--- config.mk ---
export PLATFORM = sky130hd
export DESIGN_NAME = mips_bus_lsu
export DESIGN_NICKNAME = d
export VERILOG_FILES = /design/src/rtl/mips_bus_lsu.sv
export SDC_FILE = /design/constraint.sdc
export NUM_CORES = 1
export LEC_CHECK = 0
export ABC_AREA = 1
export CAP_MARGIN = 20
export CORE_UTILIZATION = 39
export CTS_CLUSTER_SIZE = 30
export DETAILED_ROUTE_END_ITERATION = 7
export PLACE_DENSITY_LB_ADDON = 0.12
export SETUP_SLACK_MARGIN = 0.2
export SYNTH_ARGS = -nofsm -noshare
export SYNTH_HDL_FRONTEND = slang
export SYNTH_SLANG_ARGS = --single-unit
--- constraint.sdc ---
create_clock -name clk -period 1.4 [get_ports clk]
set_input_delay 0.42 -clock clk [delete_from_list [all_inputs] [get_ports clk]]
set_output_delay 0.42 -clock clk [all_outputs]
set_load 0.02 [all_outputs]
--- src/rtl/mips_bus_lsu.sv ---
// Load/store unit bridging a single MIPS-style request to an Avalon-MM master port.
// Handles lane steering, store replication, load extension, alignment errors and bus timeout.
module mips_bus_lsu #(
    parameter bit          BIG_ENDIAN = 1'b1,
    parameter int unsigned TIMEOUT    = 255
) (
    input  logic        clk,
    input  logic        reset,
    input  logic        req_valid,
    output logic        req_ready,
    input  logic        req_write,
    input  logic [1:0]  req_size,
    input  logic        req_signed,
    input  logic [31:0] req_addr,
    input  logic [31:0] req_wdata,
    output logic        resp_valid,
    output logic [31:0] resp_rdata,
    output logic [1:0]  resp_error,
    output logic [31:0] address,
    output logic        read,
    output logic        write,
    output logic [31:0] writedata,
    output logic [3:0]  byteenable,
    input  logic        waitrequest,
    input  logic [31:0] readdata
);

    localparam int unsigned CNT_W = (TIMEOUT < 2) ? 1 : $clog2(TIMEOUT + 1);

    typedef enum logic [1:0] {IDLE = 2'd0, BUS = 2'd1, RESP = 2'd2} state_t;

    state_t             state, state_nxt;
    logic [1:0]         size_r, size_nxt;
    logic               sgn_r, sgn_nxt;
    logic [1:0]         off_r, off_nxt;
    logic               write_r, write_r_nxt;
    logic [CNT_W-1:0]   cnt, cnt_nxt;
    logic [31:0]        address_nxt, writedata_nxt, resp_rdata_nxt;
    logic               read_nxt, write_nxt, resp_valid_nxt;
    logic [3:0]         byteenable_nxt;
    logic [1:0]         resp_error_nxt;

    logic               misaligned;
    logic [1:0]         req_lane, ld_lane;
    logic [3:0]         be_req;
    logic [31:0]        wdata_rep, load_data;
    logic [7:0]         ld_byte;
    logic [15:0]        ld_half;

    // Only IDLE accepts; held low through reset.
    assign req_ready = (state == IDLE) && !reset;

    // Request decode: alignment, lane enables and replicated store data.
    always_comb begin
        misaligned = 1'b0;
        be_req     = 4'b1111;
        wdata_rep  = req_wdata;
        req_lane   = BIG_ENDIAN ? 2'(2'd3 - req_addr[1:0]) : req_addr[1:0];
        case (req_size)
            2'b00: begin
                be_req    = 4'(4'b0001 << req_lane);
                wdata_rep = {4{req_wdata[7:0]}};
            end
            2'b01: begin
                misaligned = req_addr[0];
                be_req     = (BIG_ENDIAN ? !req_addr[1] : req_addr[1]) ? 4'b1100 : 4'b0011;
                wdata_rep  = {2{req_wdata[15:0]}};
            end
            2'b10:   misaligned = |req_addr[1:0];
            default: misaligned = 1'b1;
        endcase
    end

    // Load lane select and extension from the registered request.
    always_comb begin
        ld_lane   = BIG_ENDIAN ? 2'(2'd3 - off_r) : off_r;
        ld_byte   = readdata[{ld_lane, 3'b000} +: 8];
        ld_half   = (BIG_ENDIAN ? !off_r[1] : off_r[1]) ? readdata[31:16] : readdata[15:0];
        case (size_r)
            2'b00:   load_data = {{24{sgn_r & ld_byte[7]}}, ld_byte};
            2'b01:   load_data = {{16{sgn_r & ld_half[15]}}, ld_half};
            default: load_data = readdata;
        endcase
    end

    // Next-state and registered-output logic.
    always_comb begin
        state_nxt      = state;
        size_nxt       = size_r;
        sgn_nxt        = sgn_r;
        off_nxt        = off_r;
        write_r_nxt    = write_r;
        cnt_nxt        = cnt;
        address_nxt    = address;
        read_nxt       = read;
        write_nxt      = write;
        writedata_nxt  = writedata;
        byteenable_nxt = byteenable;
        resp_valid_nxt = 1'b0;
        resp_rdata_nxt = resp_rdata;
        resp_error_nxt = resp_error;
        case (state)
            IDLE: begin
                if (req_valid) begin
                    size_nxt    = req_size;
                    sgn_nxt     = req_signed;
                    off_nxt     = req_addr[1:0];
                    write_r_nxt = req_write;
                    if (misaligned) begin
                        state_nxt      = RESP;
                        resp_error_nxt = 2'b01;
                        resp_rdata_nxt = '0;
                    end else begin
                        state_nxt      = BUS;
                        cnt_nxt        = '0;
                        address_nxt    = {req_addr[31:2], 2'b00};
                        read_nxt       = !req_write;
                        write_nxt      = req_write;
                        writedata_nxt  = wdata_rep;
                        byteenable_nxt = be_req;
                    end
                end
            end
            BUS: begin
                // A completing handshake wins over a timeout on the same cycle.
                if (!waitrequest) begin
                    state_nxt      = RESP;
                    read_nxt       = 1'b0;
                    write_nxt      = 1'b0;
                    resp_error_nxt = 2'b00;
                    resp_rdata_nxt = write_r ? 32'h0 : load_data;
                end else if ((TIMEOUT != 0) && (cnt == CNT_W'(TIMEOUT))) begin
                    state_nxt      = RESP;
                    read_nxt       = 1'b0;
                    write_nxt      = 1'b0;
                    resp_error_nxt = 2'b10;
                    resp_rdata_nxt = '0;
                end else begin
                    cnt_nxt = cnt + 1'b1;
                end
            end
            RESP: begin
                resp_valid_nxt = 1'b1;
                state_nxt      = IDLE;
            end
            default: state_nxt = IDLE;
        endcase
    end

    always_ff @(posedge clk) begin
        if (reset) begin
            state      <= IDLE;
            size_r     <= '0;
            sgn_r      <= 1'b0;
            off_r      <= '0;
            write_r    <= 1'b0;
            cnt        <= '0;
            address    <= '0;
            read       <= 1'b0;
            write      <= 1'b0;
            writedata  <= '0;
            byteenable <= '0;
            resp_valid <= 1'b0;
            resp_rdata <= '0;
            resp_error <= '0;
        end else begin
            state      <= state_nxt;
            size_r     <= size_nxt;
            sgn_r      <= sgn_nxt;
            off_r      <= off_nxt;
            write_r    <= write_r_nxt;
            cnt        <= cnt_nxt;
            address    <= address_nxt;
            read       <= read_nxt;
            write      <= write_nxt;
            writedata  <= writedata_nxt;
            byteenable <= byteenable_nxt;
            resp_valid <= resp_valid_nxt;
            resp_rdata <= resp_rdata_nxt;
            resp_error <= resp_error_nxt;
        end
    end

endmodule

* Word level (Yosys, flattened, before mapping) *
Cells that the tools add are included.

cells by class
  bitwise operators = 3
  equal/unequal tests = 12
  reduce and logical (&&, ||, !) cells = 14
  add/sub/neg operators = 3
  shift-type cells = 2
  multiplexer cells = 35

operators with widths
  operator             count
  $pmux 32 s2          3
  $mux 32              5
  $mux 8               4
  $shiftx 32x6->8      1
  $mux 16              1
  $pmux 8 s2           1
  $mux 2               7
  $ne 2x2->1 const B   5
  $add 8x1->8 const B  1
  $eq 8x8->1 const B   1
  $pmux 2 s2           2
  $pmux 4 s2           1
  $reduce_and 4->1     2
  $mux 1               7
  $eq 2x1->1 const B   3
  $logic_not 2->1      3
  $reduce_and 5->1     1
  $eq 2x2->1 const B   2
  $mux 4               1
  $pmux 1 s2           2
  $reduce_and 2->1     2
  $shl 1x2->4 const A  1
  $sub 2x2->2 const A  2
  $ne 3x3->1 const B   1
  other kinds (8)      10

storage, ports and cells
  register bits = 119
  word-level logic and storage cells = 83
  output and inout bits = 106
  bits of input ports = 104

* Longest topological paths before layout *
  word-level depth = 7
  mapped depth = 10

* Least setup slack after synthesis *
OpenSTA, ideal clock, no wires.

  path kind = flip-flop to flip-flop
  start point = reg cnt[0]
  end point = reg resp_rdata[21]
  period minus slack after synthesis = 1.504 ns
  slack = -0.104 ns
  arrival = 1.368 ns
  stages on the path, launching flop included = 10
  data required time = 1.264 ns
  cells stage by stage = dfxtp_1 -> ha_1 -> nand2_1 -> nor2_1 -> nand4_1 -> nand2_2 -> nand3_2 -> buf_4 -> nand2_1 -> a21oi_2

between the ends
  longest elaborated chain between the ends = 3

RTL lines
  what                               line  RTL
  from (decl)                        37    logic [CNT_W-1:0] cnt, cnt_nxt;
  from (signal assigned)             172   cnt <= cnt_nxt;
  $eq 8x8->1                         132   end else if ((TIMEOUT != 0) && (cnt == CNT_W'(TIMEOUT))) begin
  $ne 3x3->1 (no source line)        -
  $reduce_and 4->1 (no source line)  -
  to (signal assigned)               179   resp_rdata <= resp_rdata_nxt;
  to (decl)                          17    output logic [31:0] resp_rdata,

Every way passes these cells.
A chain may end at the register's enable or synchronous reset.

* Worst setup path in the final report *
  start point = reg state[1]
  end point = reg address[25]

between the ends
  longest elaborated chain between the ends = 2

RTL lines
  what                               line  RTL
  from (decl)                        32    state_t state, state_nxt;
  from (signal assigned)             167   state <= state_nxt;
  $logic_not 2->1                    102   case (state)
  $reduce_and 3->1 (no source line)  -
  to (signal assigned)               173   address <= address_nxt;
  to (decl)                          19    output logic [31:0] address,

Every way passes these cells.

==> flow_summary.json <==
{
  "status": "complete, but fails checks",
  "violations": "setup timing",
  "finalWorstSetupSlack_ns": -0.196,
  "synth_edf_count": 0,
  "num_rows": 42,
  "dr.pass1.iters": 4,
  "crit_arrival_ns": 1.95,
  "ys_types": 34,
  "ios": 210,
  "synth_cells": 740,
  "cts.sinks": 119,
  "cts.reportedPaths.clkPinSlew_ns": 0.07,
  "relSlewSlack": 0.627,
  "fin_skew_ns": 0.0115,
  "grt_use_total": 0.282,
  "crit_top_cell": "nor2_4",
  "dp.cells": 1147,
  "grt_max_degree": 44,
  "initial_core_util": 0.399,
  "dpl.hpwl_mm": 12.1,
  "syn_area_um2": 5290,
  "worst-path-buf-inv": 6,
  "final_area_um2": 10800,
  "critPathTopFamily": "buffers and inverters",
  "yosysTopAreaCell": "dfxtp_1",
  "path_max_fanout": 8,
  "critical-path-max-stage-delay_ns": 0.33,
  "gp_congestion": 0.860,
  "drtIter0Drc": 437,
  "grt_antenna_before_repair": 1,
  "ys_seq_area_frac": 0.451,
  "vias": 6750,
  "slowest_stage": "dfxtp_2",
  "layout.nets": 1194,
  "drive_above_1_share": 0.553,
  "synthTopCellsByArea": "dfxtp_1, nand2_1, o21ai_0",
  "power.total_mw": 11.3,
  "post-route-period-util": 1.14,
  "yosys.area.top_type_share": 0.451,
  "die_w_um": 118,
  "dpl_worst_slack_ns": -0.684,
  "maxSlewViolCount": 0,
  "htree_levels": 4,
  "routedWlPerCell_um": 17.9,
  "final-hold-violation-count": 0,
  "path_cells": "nor2_4 > inv_2 > buf_6 > nor2_4 > nand2_4 > clkinv_8 > buf_12 > buf_12 > clkbuf_16 > nor2_4 > nor2_1",
  "p_per_area_nw_per_um2": 1050,
  "ys_ff_latch": 119,
  "max-cap-violations": 0,
  "worst_slew_pin_slew_ns": 0.560,
  "cts_buffers": 17,
  "stdcell_count": 1279,
  "drc": 0,
  "avgSynthCellArea_um2": 7.14,
  "place_area_um2": 8060,
  "syn_to_final_growth_pct": 105,
  "core_um2": 13200,
  "overflow": 0,
  "setup_tns_ns": -10.49,
  "final_util": 0.818,
  "ant_nets": 0,
  "finalCriticalPeriod_ns": 1.60,
  "ir_worst_vdd_mv": 0.830,
  "crit_type": "flip-flop to flip-flop",
  "via_per_inst": 5.28,
  "leakagePower_nw": 4.59,
  "hold_buffers": 0,
  "rsz0062_at_grt": "true",
  "setup_viol": 113,
  "grt_first_pass_wirelength_mm": 31.0,
  "cp-end-kind": "flip-flop",
  "dieArea_um2": 14000,
  "achievable-frequency_ghz": 0.627,
  "hp-class": "input pin to flip-flop",
  "holdWs_ns": 0.467,
  "required_ns": 1.76,
  "root_buffer": "clkbuf_16",
  "grt_pass1_vias": 6294,
  "synthArstFlopShare": 0,
  "cts_tree": "built",
  "port_buffers": 207,
  "routed_wl_mm": 22.9,
  "clk_latency_ns": 0.44,
  "ys.flop_type": "dfxtp_1",
  "clockBufferDepth": 2,
  "synth_warnings": 0,
  "die_h_um": 118,
  "startpoint_type": "flip-flop"
}
sequential cells by signal, summed over array words and instances (netlist names):
signal / cells
resp_rdata: 32
writedata: 32
address: 30
cnt: 8
byteenable: 4
off_r: 2
resp_error: 2
size_r: 2
state: 2
read: 1
resp_valid: 1
sgn_r: 1
write: 1
write_r: 1
cells by family (layout without fill, tap and decap cells):
group / Yosys count / after routing / share of synthesized area
other: 1 / 3 / 0.000710
XOR/XNOR: 1 / 1 / 0.00166
AO/OA/AOI/OAI: 185 / 185 / 0.185
buffers and inverters: 86 / 446 / 0.0746
flip-flops: 119 / 119 / 0.451
AND/OR/NAND/NOR: 347 / 348 / 0.285
adder cells (fa/ha/maj): 1 / 1 / 0.00237
cell usage in the layout (no fill, tap or decap), drive strengths merged, types with 6 or more instances in the layout:
master         netlist  layout
clkinv               1       6
o21ai               93      93
a21oi               83      83
dfxtp              119     119
nand2              186     187
a31oi                8       8
buf                 25     268
nand3               48      48
inv                 38      43
clkdlybuf4s50        0      97
nor2               103     103
clkbuf              22      22
what timing repair did:
action                                  in CTS  in global routing
pin swaps                                   23                 32
gates resized for setup                    862                139
buffers inserted                            35                 44
gates cloned                                12                  8
endpoints found under the setup margin     218                222
metal layers:
| metal | global-route usage | up-vias | routed length (um) | part of all wire |
|---|---|---|---|---|
| met5 | 0 | - | 0 | 0 |
| met4 | 0.128 | 0 | 659 | 0.029 |
| li1 | - | 3145 | - | - |
| met3 | 0.0883 | 50 | 1820 | 0.079 |
| met2 | 0.477 | 316 | 11600 | 0.51 |
| met1 | 0.325 | 3239 | 8790 | 0.38 |
worst paths after layout:
kind | cells past startpoint | from | slack (ns) | to
worst min register to register | 2 | resp_rdata[2] | 0.47 | resp_rdata[2]
worst min-delay path | 5 | readdata[15] | 0.47 | resp_rdata[15]
worst max register to register | 11 | state[1] | -0.20 | address[25]
worst max-delay path | 11 | state[1] | -0.20 | address[25]
worst register-to-register path: cells and delay by family (launching register included):
family	cells	cell delay, ns
buffers and inverters	6	0.67
AND/OR/NAND/NOR	5	0.52
flip-flops	1	0.33
where the power goes:
part / switching, mW / internal, mW
Sequential: 0.198 / 3.63
Clock: 1.80 / 2.47
Combinational: 1.61 / 1.64
synthesized netlist by cell type, types with 4 or more instances:
library cell	number
inv_2	4
inv_1	32
o21ai_0	84
a21oi_1	73
nand4_1	5
nor2_1	99
dfxtp_1	119
clkbuf_1	21
buf_2	13
o21ai_1	9
a21oi_2	10
nand2_1	179
buf_4	8
nand3_1	36
nand3_2	11
nand2_2	5
a31oi_1	8
cell type report:
cell class	instances	area, um^2
flip-flops and latches	119	2540
repair buffers	375	4060
diodes	1	2.50
fillers	781	2410
clock buffers	17	425
multi-input cells	537	3250
well taps	176	220
inverters	39	179
clock inverters	15	143
Power figures use the tool's default switching activity.
